--- src/rtl/main_control_fsm.sv ---
// -----------------------------------------------------------------------------
// main_control_fsm
//
// Multicycle main control unit for the F_cpu datapath. The FSM decodes OPCODE
// and funct from the IR. It sequences the datapath load enables and the mux
// selects for PC, Memoria, IR, MDR, A/B, ALUOut, EPC and Banco_reg.
//
// Supported instructions: add, sub, and, slt, jr, addi, lw, sw, beq, bne, j.
// An invalid opcode or R-type funct raises exception vector 253. An overflow
// on add, sub or addi raises exception vector 254. For both exceptions the
// unit saves PC-4 into EPC, reads the handler address from the memory vector
// table, and jumps there.
//
// All outputs are Moore outputs decoded from the current state. The one
// exception is PC_write in BRANCH, which follows the ALU zero flag.
//
// Parameters
//   MEM_WAIT            number of cycles a Memoria read address is held
//                       before the data is consumed (>= 1)
//
// Ports
//   clk                 system clock, rising edge
//   reset               asynchronous reset, active low
//   OPCODE              IR[31:26]
//   funct               IR[5:0]
//   Overflow, zero      ula32 status flags (combinational)
//   PC_write .. RegWrite  load enables, active high
//   MEMRead             0 = read, 1 = write
//   IorD                memory address select (PC/A/B/ALUOut/253/254)
//   ALUSourceA/B        ALU operand selects
//   ALU_control         ula32 operation
//   RegDst, MenToReg    register-file write address / data selects
//   PCSource            next-PC select
//   load_size_control   load size (word/half/byte)
//   store_control_sign  store size (word/half/byte)
//   state_out           current state encoding
// -----------------------------------------------------------------------------
module main_control_fsm #(
    parameter int MEM_WAIT = 2
) (
    input  logic       clk,
    input  logic       reset,
    input  logic [5:0] OPCODE,
    input  logic [5:0] funct,
    input  logic       Overflow,
    input  logic       zero,
    output logic       PC_write,
    output logic       IRWrite,
    output logic       MDR_load,
    output logic       A_load,
    output logic       B_load,
    output logic       AluOutWrite,
    output logic       EPCWrite,
    output logic       RegWrite,
    output logic       MEMRead,
    output logic [2:0] IorD,
    output logic [1:0] ALUSourceA,
    output logic [2:0] ALUSourceB,
    output logic [2:0] ALU_control,
    output logic [1:0] RegDst,
    output logic [2:0] MenToReg,
    output logic [2:0] PCSource,
    output logic [1:0] load_size_control,
    output logic [1:0] store_control_sign,
    output logic [4:0] state_out
);

    // Opcodes and R-type functs
    localparam logic [5:0] OP_RTYPE = 6'h00;
    localparam logic [5:0] OP_J     = 6'h02;
    localparam logic [5:0] OP_BEQ   = 6'h04;
    localparam logic [5:0] OP_BNE   = 6'h05;
    localparam logic [5:0] OP_ADDI  = 6'h08;
    localparam logic [5:0] OP_LW    = 6'h23;
    localparam logic [5:0] OP_SW    = 6'h2B;

    localparam logic [5:0] FN_JR    = 6'h08;
    localparam logic [5:0] FN_ADD   = 6'h20;
    localparam logic [5:0] FN_SUB   = 6'h22;
    localparam logic [5:0] FN_AND   = 6'h24;
    localparam logic [5:0] FN_SLT   = 6'h2A;

    // ula32 operations
    localparam logic [2:0] ALU_ADD  = 3'b001;
    localparam logic [2:0] ALU_SUB  = 3'b010;
    localparam logic [2:0] ALU_AND  = 3'b011;
    localparam logic [2:0] ALU_CMP  = 3'b111;

    // Mux codes
    localparam logic [2:0] IORD_ALUOUT = 3'd3;
    localparam logic [2:0] IORD_V253   = 3'd4;
    localparam logic [2:0] IORD_V254   = 3'd5;
    localparam logic [1:0] SRCA_PC     = 2'd0;
    localparam logic [1:0] SRCA_A      = 2'd1;
    localparam logic [2:0] SRCB_B      = 3'd0;
    localparam logic [2:0] SRCB_4      = 3'd1;
    localparam logic [2:0] SRCB_SE16   = 3'd2;
    localparam logic [2:0] SRCB_SL2    = 3'd3;
    localparam logic [1:0] DST_RT      = 2'd0;
    localparam logic [1:0] DST_RD      = 2'd1;
    localparam logic [2:0] M2R_ALUOUT  = 3'd0;
    localparam logic [2:0] M2R_LT      = 3'd1;
    localparam logic [2:0] M2R_LS      = 3'd2;
    localparam logic [2:0] PCS_ALU     = 3'd0;
    localparam logic [2:0] PCS_ALUOUT  = 3'd1;
    localparam logic [2:0] PCS_JUMP    = 3'd3;
    localparam logic [2:0] PCS_LS      = 3'd4;
    localparam logic [2:0] PCS_A       = 3'd5;
    localparam logic [1:0] SIZE_WORD   = 2'd0;
    localparam logic [1:0] SIZE_BYTE   = 2'd2;

    typedef enum logic [4:0] {
        S_RESET    = 5'd0,
        S_FETCH    = 5'd1,
        S_FETCH_WB = 5'd2,
        S_DECODE   = 5'd3,
        S_R_EXEC   = 5'd4,
        S_R_WB     = 5'd5,
        S_JR       = 5'd6,
        S_J        = 5'd7,
        S_ADDI     = 5'd8,
        S_ADDI_WB  = 5'd9,
        S_MEM_ADDR = 5'd10,
        S_LW_READ  = 5'd11,
        S_LW_WB    = 5'd12,
        S_SW_WRITE = 5'd13,
        S_BRANCH   = 5'd14,
        S_EXC_EPC  = 5'd15,
        S_EXC_SAVE = 5'd16,
        S_EXC_READ = 5'd17,
        S_EXC_JUMP = 5'd18
    } state_t;

    // The wait counter only ever holds values up to MEM_WAIT-1.
    localparam int CW = (MEM_WAIT > 1) ? $clog2(MEM_WAIT) : 1;
    localparam logic [CW-1:0] LOAD_MEM = CW'(MEM_WAIT - 1);
    // EXC_SAVE already spends one cycle on the vector address, so EXC_READ
    // covers the remaining MEM_WAIT-1 cycles.
    localparam logic [CW-1:0] LOAD_EXC = (MEM_WAIT > 1) ? CW'(MEM_WAIT - 2) : '0;

    state_t          state;
    state_t          next_state;
    logic [CW-1:0]   wait_cnt;
    logic            wait_done;
    logic            exc_ovf;      // 1: vector 254 (overflow), 0: vector 253
    logic            r_valid;
    logic            r_arith;

    assign wait_done = (wait_cnt == '0);
    assign state_out = state;

    // Recognised R-type functs, and those that can overflow.
    assign r_valid = (funct == FN_ADD) || (funct == FN_SUB) ||
                     (funct == FN_AND) || (funct == FN_SLT);
    assign r_arith = (funct == FN_ADD) || (funct == FN_SUB);

    // ---------------------------------------------------------------- state
    always_ff @(posedge clk or negedge reset) begin
        if (!reset) begin
            state <= S_RESET;
        end else begin
            state <= next_state;
        end
    end

    // The wait counter reloads whenever a new state is entered, so each
    // multi-cycle memory state starts its own fresh count.
    always_ff @(posedge clk or negedge reset) begin
        if (!reset) begin
            wait_cnt <= '0;
        end else if (next_state != state) begin
            wait_cnt <= (next_state == S_EXC_READ) ? LOAD_EXC : LOAD_MEM;
        end else if (wait_cnt != '0) begin
            wait_cnt <= wait_cnt - CW'(1);
        end
    end

    // The exception cause is only known in DECODE (invalid instruction) or in
    // the execute states (overflow). It is latched here so the later
    // exception states still know which vector to read.
    always_ff @(posedge clk or negedge reset) begin
        if (!reset) begin
            exc_ovf <= 1'b0;
        end else if (next_state == S_EXC_EPC) begin
            exc_ovf <= (state != S_DECODE);
        end
    end

    // ------------------------------------------------------------ next state
    always_comb begin
        next_state = state;
        case (state)
            S_RESET:    next_state = S_FETCH;
            S_FETCH:    if (wait_done) next_state = S_FETCH_WB;
            S_FETCH_WB: next_state = S_DECODE;
            S_DECODE: begin
                case (OPCODE)
                    OP_RTYPE: begin
                        if (funct == FN_JR)  next_state = S_JR;
                        else if (r_valid)    next_state = S_R_EXEC;
                        else                 next_state = S_EXC_EPC;
                    end
                    OP_ADDI:        next_state = S_ADDI;
                    OP_LW, OP_SW:   next_state = S_MEM_ADDR;
                    OP_BEQ, OP_BNE: next_state = S_BRANCH;
                    OP_J:           next_state = S_J;
                    default:        next_state = S_EXC_EPC;
                endcase
            end
            S_R_EXEC:   next_state = (Overflow && r_arith) ? S_EXC_EPC : S_R_WB;
            S_ADDI:     next_state = Overflow ? S_EXC_EPC : S_ADDI_WB;
            S_MEM_ADDR: next_state = (OPCODE == OP_SW) ? S_SW_WRITE : S_LW_READ;
            S_LW_READ:  if (wait_done) next_state = S_LW_WB;
            S_EXC_EPC:  next_state = S_EXC_SAVE;
            S_EXC_SAVE: next_state = (MEM_WAIT > 1) ? S_EXC_READ : S_EXC_JUMP;
            S_EXC_READ: if (wait_done) next_state = S_EXC_JUMP;
            S_R_WB, S_JR, S_J, S_ADDI_WB, S_LW_WB, S_SW_WRITE, S_BRANCH,
            S_EXC_JUMP: next_state = S_FETCH;
            default:    next_state = S_RESET;
        endcase
    end

    // --------------------------------------------------------------- outputs
    always_comb begin
        PC_write           = 1'b0;
        IRWrite            = 1'b0;
        MDR_load           = 1'b0;
        A_load             = 1'b0;
        B_load             = 1'b0;
        AluOutWrite        = 1'b0;
        EPCWrite           = 1'b0;
        RegWrite           = 1'b0;
        MEMRead            = 1'b0;
        IorD               = 3'd0;
        ALUSourceA         = 2'd0;
        ALUSourceB         = 3'd0;
        ALU_control        = 3'b000;
        RegDst             = 2'd0;
        MenToReg           = 3'd0;
        PCSource           = 3'd0;
        load_size_control  = 2'd0;
        store_control_sign = 2'd0;

        case (state)
            S_FETCH: begin
                // Memoria addressed by PC (read); ALU precomputes PC+4.
                ALUSourceA  = SRCA_PC;
                ALUSourceB  = SRCB_4;
                ALU_control = ALU_ADD;
            end
            S_FETCH_WB: begin
                IRWrite     = 1'b1;
                PC_write    = 1'b1;
                PCSource    = PCS_ALU;
                ALUSourceA  = SRCA_PC;
                ALUSourceB  = SRCB_4;
                ALU_control = ALU_ADD;
            end
            S_DECODE: begin
                // Branch target computed speculatively while registers load.
                A_load      = 1'b1;
                B_load      = 1'b1;
                ALUSourceA  = SRCA_PC;
                ALUSourceB  = SRCB_SL2;
                ALU_control = ALU_ADD;
                AluOutWrite = 1'b1;
            end
            S_R_EXEC: begin
                ALUSourceA  = SRCA_A;
                ALUSourceB  = SRCB_B;
                AluOutWrite = 1'b1;
                case (funct)
                    FN_ADD:  ALU_control = ALU_ADD;
                    FN_SUB:  ALU_control = ALU_SUB;
                    FN_AND:  ALU_control = ALU_AND;
                    FN_SLT:  ALU_control = ALU_CMP;
                    default: ALU_control = 3'b000;
                endcase
            end
            S_R_WB: begin
                RegDst   = DST_RD;
                RegWrite = 1'b1;
                if (funct == FN_SLT) begin
                    // The less-than flag comes straight from the comparator,
                    // so the ALU must keep comparing during write-back.
                    MenToReg    = M2R_LT;
                    ALUSourceA  = SRCA_A;
                    ALUSourceB  = SRCB_B;
                    ALU_control = ALU_CMP;
                end else begin
                    MenToReg = M2R_ALUOUT;
                end
            end
            S_JR: begin
                PC_write = 1'b1;
                PCSource = PCS_A;
            end
            S_J: begin
                PC_write = 1'b1;
                PCSource = PCS_JUMP;
            end
            S_ADDI, S_MEM_ADDR: begin
                ALUSourceA  = SRCA_A;
                ALUSourceB  = SRCB_SE16;
                ALU_control = ALU_ADD;
                AluOutWrite = 1'b1;
            end
            S_ADDI_WB: begin
                RegDst   = DST_RT;
                MenToReg = M2R_ALUOUT;
                RegWrite = 1'b1;
            end
            S_LW_READ: begin
                IorD = IORD_ALUOUT;
            end
            S_LW_WB: begin
                MDR_load          = 1'b1;
                load_size_control = SIZE_WORD;
                MenToReg          = M2R_LS;
                RegDst            = DST_RT;
                RegWrite          = 1'b1;
            end
            S_SW_WRITE: begin
                IorD               = IORD_ALUOUT;
                MEMRead            = 1'b1;
                store_control_sign = SIZE_WORD;
            end
            S_BRANCH: begin
                ALUSourceA  = SRCA_A;
                ALUSourceB  = SRCB_B;
                ALU_control = ALU_SUB;
                PCSource    = PCS_ALUOUT;
                PC_write    = (OPCODE == OP_BNE) ? ~zero : zero;
            end
            S_EXC_EPC: begin
                // PC has already advanced past the faulting instruction.
                ALUSourceA  = SRCA_PC;
                ALUSourceB  = SRCB_4;
                ALU_control = ALU_SUB;
                AluOutWrite = 1'b1;
            end
            S_EXC_SAVE: begin
                EPCWrite = 1'b1;
                IorD     = exc_ovf ? IORD_V254 : IORD_V253;
            end
            S_EXC_READ: begin
                IorD = exc_ovf ? IORD_V254 : IORD_V253;
            end
            S_EXC_JUMP: begin
                // Handler address is the byte stored at the vector slot.
                load_size_control = SIZE_BYTE;
                PCSource          = PCS_LS;
                PC_write          = 1'b1;
            end
            default: begin
            end
        endcase
    end

endmodule

--- config.mk ---
export PLATFORM = sky130hd
export DESIGN_NAME = main_control_fsm
export DESIGN_NICKNAME = d
export VERILOG_FILES = /design/src/rtl/main_control_fsm.sv
export SDC_FILE = /design/constraint.sdc
export NUM_CORES = 1
export LEC_CHECK = 0
export CAP_MARGIN = 20
export CORE_UTILIZATION = 37
export CTS_CLUSTER_DIAMETER = 40
export DETAILED_ROUTE_END_ITERATION = 10
export PLACE_DENSITY_LB_ADDON = 0.25
export SYNTH_ARGS = -nofsm -noshare
export SYNTH_HDL_FRONTEND = slang
export SYNTH_SLANG_ARGS = --single-unit
--- constraint.sdc ---
create_clock -name clk -period 1.65 [get_ports clk]
set_input_delay 0.33 -clock clk [delete_from_list [all_inputs] [get_ports clk]]
set_output_delay 0.33 -clock clk [all_outputs]
set_load 0.05 [all_outputs]
==> load_flow_metrics.sql, run 1 <==
INSERT INTO impl_metrics (metric_group, metric, value, unit) VALUES
('run_status', 'result_of_the_run', 'did not finish', ''),
('run_status', 'outcome.stop_stage', '5_1_grt', ''),
('run_status', 'first-error', '[ERROR DPL-0038] Utilization greater than 100%, impossible to legalize', ''),
('die', 'num_io_pins', '53', ''),
('logic_synthesis', 'count_of_flip_flops_with_a_built_in_enable_after_synthesis', '0', ''),
('logic_synthesis', 'synth.yosys.warnings', '0', ''),
('cts', 'cts_buffer_depth', '2', ''),
('die', 'start_util', '39.5', '%'),
('timing', 'grt_worst_setup_endpoint', 'exc_ovf$_DFFE_PN0N_/D', ''),
('logic_synthesis', 'synthesis.area', '1110', 'µm²'),
('placed_design', 'port_buffers', '45', ''),
('logic_synthesis', 'synthesis.area_per_instance', '7.15', 'µm²'),
('logic_synthesis', 'post_synth_num_cell_types', '56', ''),
('cts', 'cts-buffers-inserted', '3', ''),
('timing', 'worst_path_end_type', 'register data pin', ''),
('cts', 'numClockSinks', '7', ''),
('cts', 'htree_num_levels', '1', ''),
('logic_synthesis', 'fraction_of_synthesis_flops_using_an_asynchronous_set_or_reset_pin', '100', '%'),
('placed_design', 'dpl.hpwl', '4120', 'µm'),
('die', 'floorplan.die.width', '56.7', 'µm'),
('cts', 'cts.root.buffer_cell', 'sky130_fd_sc_hd__clkbuf_4', ''),
('logic_synthesis', 'seq_area_frac_synth', '15.8', '%'),
('placed_design', 'gp_congestion', '0.841', ''),
('grt', 'grt_max_degree', '17', ''),
('logic_synthesis', 'synth-seq-cells', '7', ''),
('logic_synthesis', 'postSynth.topFlopCell', 'sky130_fd_sc_hd__dfrtp_1', ''),
('die', 'placement_rows', '19', ''),
('logic_synthesis', 'synthesis.instances', '155', ''),
('die', 'die_h', '56.7', 'µm');
cells by family after synthesis:
| kind of cell | after synthesis | share of synthesized area [%] |
|---|---|---|
| flip-flops | 7 | 15.8 |
| multiplexers | 3 | 2.71 |
| AND/OR/NAND/NOR | 83 | 43.8 |
| buffers and inverters | 24 | 12.6 |
| XOR/XNOR | 4 | 3.16 |
| AO/OA/AOI/OAI | 33 | 21.6 |
| other | 1 | 0.338 |
per-stage QoR:
stage	hold WS (ps)	area [µm²]	setup TNS, ps	worst slack, ps	std cells
after floorplan	34.4	1410	-7610	-552	161
after global placement	593	2430	-5760	-629	272
after detailed placement	603	2430	-7270	-708	272
after CTS	327	2710	-7680	-412	286
synthesized netlist by cell type (all sizes together) (5+ instances only):
library cell / instances / area (µm²)
buf: 18 / 118
nor2: 17 / 66.3
nand2: 11 / 41.3
dfrtp: 7 / 175
nand3: 7 / 40.0
nor3: 7 / 35.0
a21oi: 6 / 30.0
nand2b: 6 / 37.5
o21ai: 6 / 30.0
nor2b: 5 / 31.3
timing repair:
item	4_1_cts
resized for setup	76
hold buffers	0
buffers inserted	10
pin swaps	17
setup endpoints to repair	30
==> run 2, diff against run 1 <==
CORE_AREA = 2 2 63 65   (was not set)
CORE_UTILIZATION = not set   (was 37)
CTS_CLUSTER_DIAMETER = not set   (was 40)
DIE_AREA = 0 0 65 67   (was not set)
PLACE_DENSITY_LB_ADDON = 0.15   (was 0.25)
clock period = 2.1 ns   (was 1.65 ns; I/O delays follow)
==> load_flow_metrics.sql, run 2 <==
INSERT INTO impl_metrics (metric_group, metric, value, unit) VALUES
('run_status', 'result_of_the_run', 'complete, but fails checks', ''),
('run_status', 'violations_in_the_final_reports', 'negative setup slack', ''),
('route', 'drt_iter0_markers', '39', ''),
('cts', 'cts_tree', 'built', ''),
('logic_synthesis', 'synthMostInstantiatedCell', 'sky130_fd_sc_hd__nor2_1', ''),
('cts', 'cts_buffer_depth', '2', ''),
('timing', 'fin_worst_skew', '0.135', 'ps'),
('setup_path', 'crit_family', 'simple AND/OR/NAND/NOR gates', ''),
('logic_synthesis', 'synthesis.instances', '155', ''),
('die', 'floorplan.die.width', '65', 'µm'),
('die', 'start_util', '30.7', '%'),
('timing', 'setup_viol', '1', ''),
('power', 'peakVddDrop', '816', 'µV'),
('timing', 'setup_repair_after_global_routing_missed_its_margin', 'yes', ''),
('setup_path', 'cp-end-kind', 'primary output', ''),
('final_layout', 'finish.utilization', '63.5', '%'),
('timing', 'layout_min_cycle_time', '2100', 'ps'),
('final_layout', 'n_antenna_cell', '0', ''),
('final_layout', 'final_common_cell', 'sky130_fd_sc_hd__buf_4', ''),
('cts', 'cts-buffers-inserted', '3', ''),
('final_layout', 'largest_reg_flops', '5', ''),
('route', 'drt-vias-per-instance', '5.11', ''),
('logic_synthesis', 'count_of_flip_flops_with_a_built_in_enable_after_synthesis', '0', ''),
('placed_design', 'placed_cell_area', '2130', 'µm²'),
('timing', 'max_clock_freq', '0.475', 'GHz'),
('logic_synthesis', 'fraction_of_synthesis_flops_using_an_asynchronous_set_or_reset_pin', '100', '%'),
('final_layout', 'finalNetCount', '246', ''),
('logic_synthesis', 'seq_area_frac_synth', '15.8', '%'),
('die', 'placement_rows', '22', ''),
('logic_synthesis', 'synth-seq-cells', '7', ''),
('timing', 'hold_ws', '462', 'ps'),
('setup_path', 'cp_cell_sequence', 'buf_6 -> or3b_4 -> nor3_4 -> and3_4 -> and2_4 -> or2_4 -> buf_12', ''),
('placed_design', 'place_worst_setup_slack', '-399', 'ps'),
('setup_path', 'worst-r2r-cell-count', '7', ''),
('grt', 'number_of_global_route_vias_before_repair', '1314', ''),
('final_layout', 'total_area_of_multi_input_combinational_cells', '1000', 'µm²'),
('final_layout', 'area_growth', '106', '%'),
('setup_path', 'cp_data_required_time', '1680', 'ps'),
('setup_path', 'r2r_start', 'state_out[3]', ''),
('grt', 'overflow', '0', ''),
('timing', 'maxSlewHeadroom', '62.1', '%'),
('placed_design', 'dpl.hpwl', '2970', 'µm'),
('setup_path', 'timing.critical_path.slowest_stage_cell', 'sky130_fd_sc_hd__or3b_4', ''),
('timing', 'tightestPinTransition', '567', 'ps'),
('power', 'p_per_area', '1280', 'nW/µm²'),
('placed_design', 'placed_cells', '263', ''),
('final_layout', 'num-fill-cells', '315', ''),
('cts', 'htree_num_levels', '1', ''),
('flow_run', 'max_cap_violations', '0', ''),
('setup_path', 'r2r-end', 'exc_ovf', ''),
('setup_path', 'timing.critical_path.buf_inv', '2', ''),
('logic_synthesis', 'synth.yosys.warnings', '0', ''),
('route', 'detail_route.wirelength', '3750', 'µm'),
('cts', 'numClockSinks', '7', ''),
('grt', 'grt_usage', '17.4', '%'),
('route', 'wire_per_inst', '13.5', 'µm'),
('die', 'design.die.area', '4360', 'µm²'),
('timing', 'tns', '-3.97', 'ps'),
('logic_synthesis', 'post_synth_num_cell_types', '56', ''),
('power', 'power', '2.93', 'mW'),
('grt', 'grt_antenna_before_repair', '0', ''),
('timing', 'final.setup.worst_slack', '-3.97', 'ps'),
('setup_path', 'timing.critical_path.arrival', '1680', 'ps'),
('timing', 'report.final.hold_viol_count', '0', ''),
('logic_synthesis', 'yosysTopAreaCell', 'sky130_fd_sc_hd__dfrtp_1', ''),
('route', 'drt.antenna.violating_nets', '0', ''),
('setup_path', 'largest_driver_fanout_on_the_critical_path', '2', ''),
('logic_synthesis', 'synthesis.area', '1110', 'µm²'),
('route', 'drtPass1Iterations', '4', ''),
('min_path', 'hold_path_class', 'input port to asynchronous set/reset pin', ''),
('placed_design', 'gp_congestion', '0.843', ''),
('cts', 'cts.root.buffer_cell', 'sky130_fd_sc_hd__clkbuf_8', ''),
('die', 'fp.coreArea', '3610', 'µm²'),
('cts', 'clk_transition_reported_paths', '40', 'ps'),
('logic_synthesis', 'yosysTopAreaCellShare', '15.8', '%'),
('final_layout', 'post-route-cell-area', '2290', 'µm²'),
('final_layout', 'final-seq-area', '181', 'µm²'),
('setup_path', 'start_kind', 'input port', ''),
('final_layout', 'layout.cells.non_filler', '277', ''),
('logic_synthesis', 'post_synth_main_area_contributors', 'sky130_fd_sc_hd__dfrtp_1 (16%), sky130_fd_sc_hd__buf_4 (6.8%), sky130_fd_sc_hd__nor2_1 (5.4%), sky130_fd_sc_hd__nand2_1 (3.7%), sky130_fd_sc_hd__nand2b_1 (3.4%)', ''),
('logic_synthesis', 'postSynth.topFlopCell', 'sky130_fd_sc_hd__dfrtp_1', ''),
('setup_path', 'timing.reg2reg.setup_slack', '120', 'ps'),
('placed_design', 'port_buffers', '45', ''),
('die', 'die_h', '67', 'µm'),
('logic_synthesis', 'synthTopCellsByCount', 'sky130_fd_sc_hd__nor2_1 (16), sky130_fd_sc_hd__nand2_1 (11), sky130_fd_sc_hd__buf_4 (10)', ''),
('final_layout', 'commonest_non_fill_non_tap_cells_in_the_layout', 'sky130_fd_sc_hd__buf_4 (44), sky130_fd_sc_hd__buf_12 (25), sky130_fd_sc_hd__nand2_1 (11), sky130_fd_sc_hd__nor2_1 (10), sky130_fd_sc_hd__conb_1 (7)', ''),
('grt', 'grt_pass1_wl', '6000', 'µm'),
('setup_path', 'crit_type', 'input port to primary output', ''),
('route', 'vias', '1415', ''),
('logic_synthesis', 'synthesis.area_per_instance', '7.15', 'µm²'),
('cts', 'clock_latency_at_the_later_pin_of_the_worst_skew_pair', '220', 'ps'),
('route', 'route.detailed.drc', '0', ''),
('grt', 'grt_max_degree', '19', ''),
('timing', 'min_period_over_period', '100', '%'),
('die', 'num_io_pins', '53', ''),
('final_layout', 'drive_gt1_share', '52.4', '%'),
('timing', 'drv_slew', '0', ''),
('setup_path', 'slowest_cell_delay_on_critical_path', '410', 'ps'),
('power', 'static-leakage-power', '0.962', 'nW');
run 2: cell counts after synthesis:
No cell type changed its count.
run 2: worst max path at each step:
stage,startpoint,end,slack [ps],depth (start not counted)
after global placement,funct[5],ALU_control[1],-370,7
after global routing,funct[0],ALUSourceA[0],-50,7
after detailed placement,funct[5],ALUSourceA[0],-400,7
final,funct[0],ALUSourceA[0],-4,7
after CTS,state_out[1],ALUSourceA[0],-10,6
after floorplan,state_out[1],ALUSourceA[0],-190,6
run 2: layout make-up:
| cell class | instances | share of cell area, % |
|---|---|---|
| Sequential cell | 7 | 7.93 |
| Inverter | 2 | 0.492 |
| Multi-Input combinational cell | 130 | 43.8 |
| Tap cell | 48 | 2.62 |
| Clock buffer | 4 | 1.97 |
| Timing Repair Buffer | 86 | 43.1 |
run 2: layer usage:
metal	vias to the layer above	wire length (µm)	global-route usage [%]
met1	655	1470	21.1
li1	711	-	-
met2	47	2010	32.9
met5	-	0	0
met3	2	263	2.53
met4	0	8	2.93
run 2: repair_timing:
item,CTS,global route
buffers inserted,11,0
endpoints found under the hold margin,0,0
cloned,0,0
hold buffers,0,0
pin swaps,13,16
endpoints found under the setup margin,9,11
resized for setup,31,14
run 2: cell families (layout without fill, tap and decap cells):
kind of cell / count (synthesis) / after routing / synth area share [%]
DFF: 7 / 7 / 15.8
other: 1 / 7 / 0.338
buffers and inverters: 24 / 92 / 12.6
AOI/OAI and AO/OA: 33 / 33 / 21.6
and+or+nand+nor: 83 / 83 / 43.8
xor gates and xnor gates: 4 / 4 / 3.16
muxes: 3 / 3 / 2.71
run 2: where the power goes:
part	switching [mW]	total, mW	internal [mW]
Sequential	0.0676	0.260	0.192
Clock	0.0541	0.185	0.131
Combinational	1.39	2.49	1.09
No activity file was read; power rests on OpenSTA's default activity.
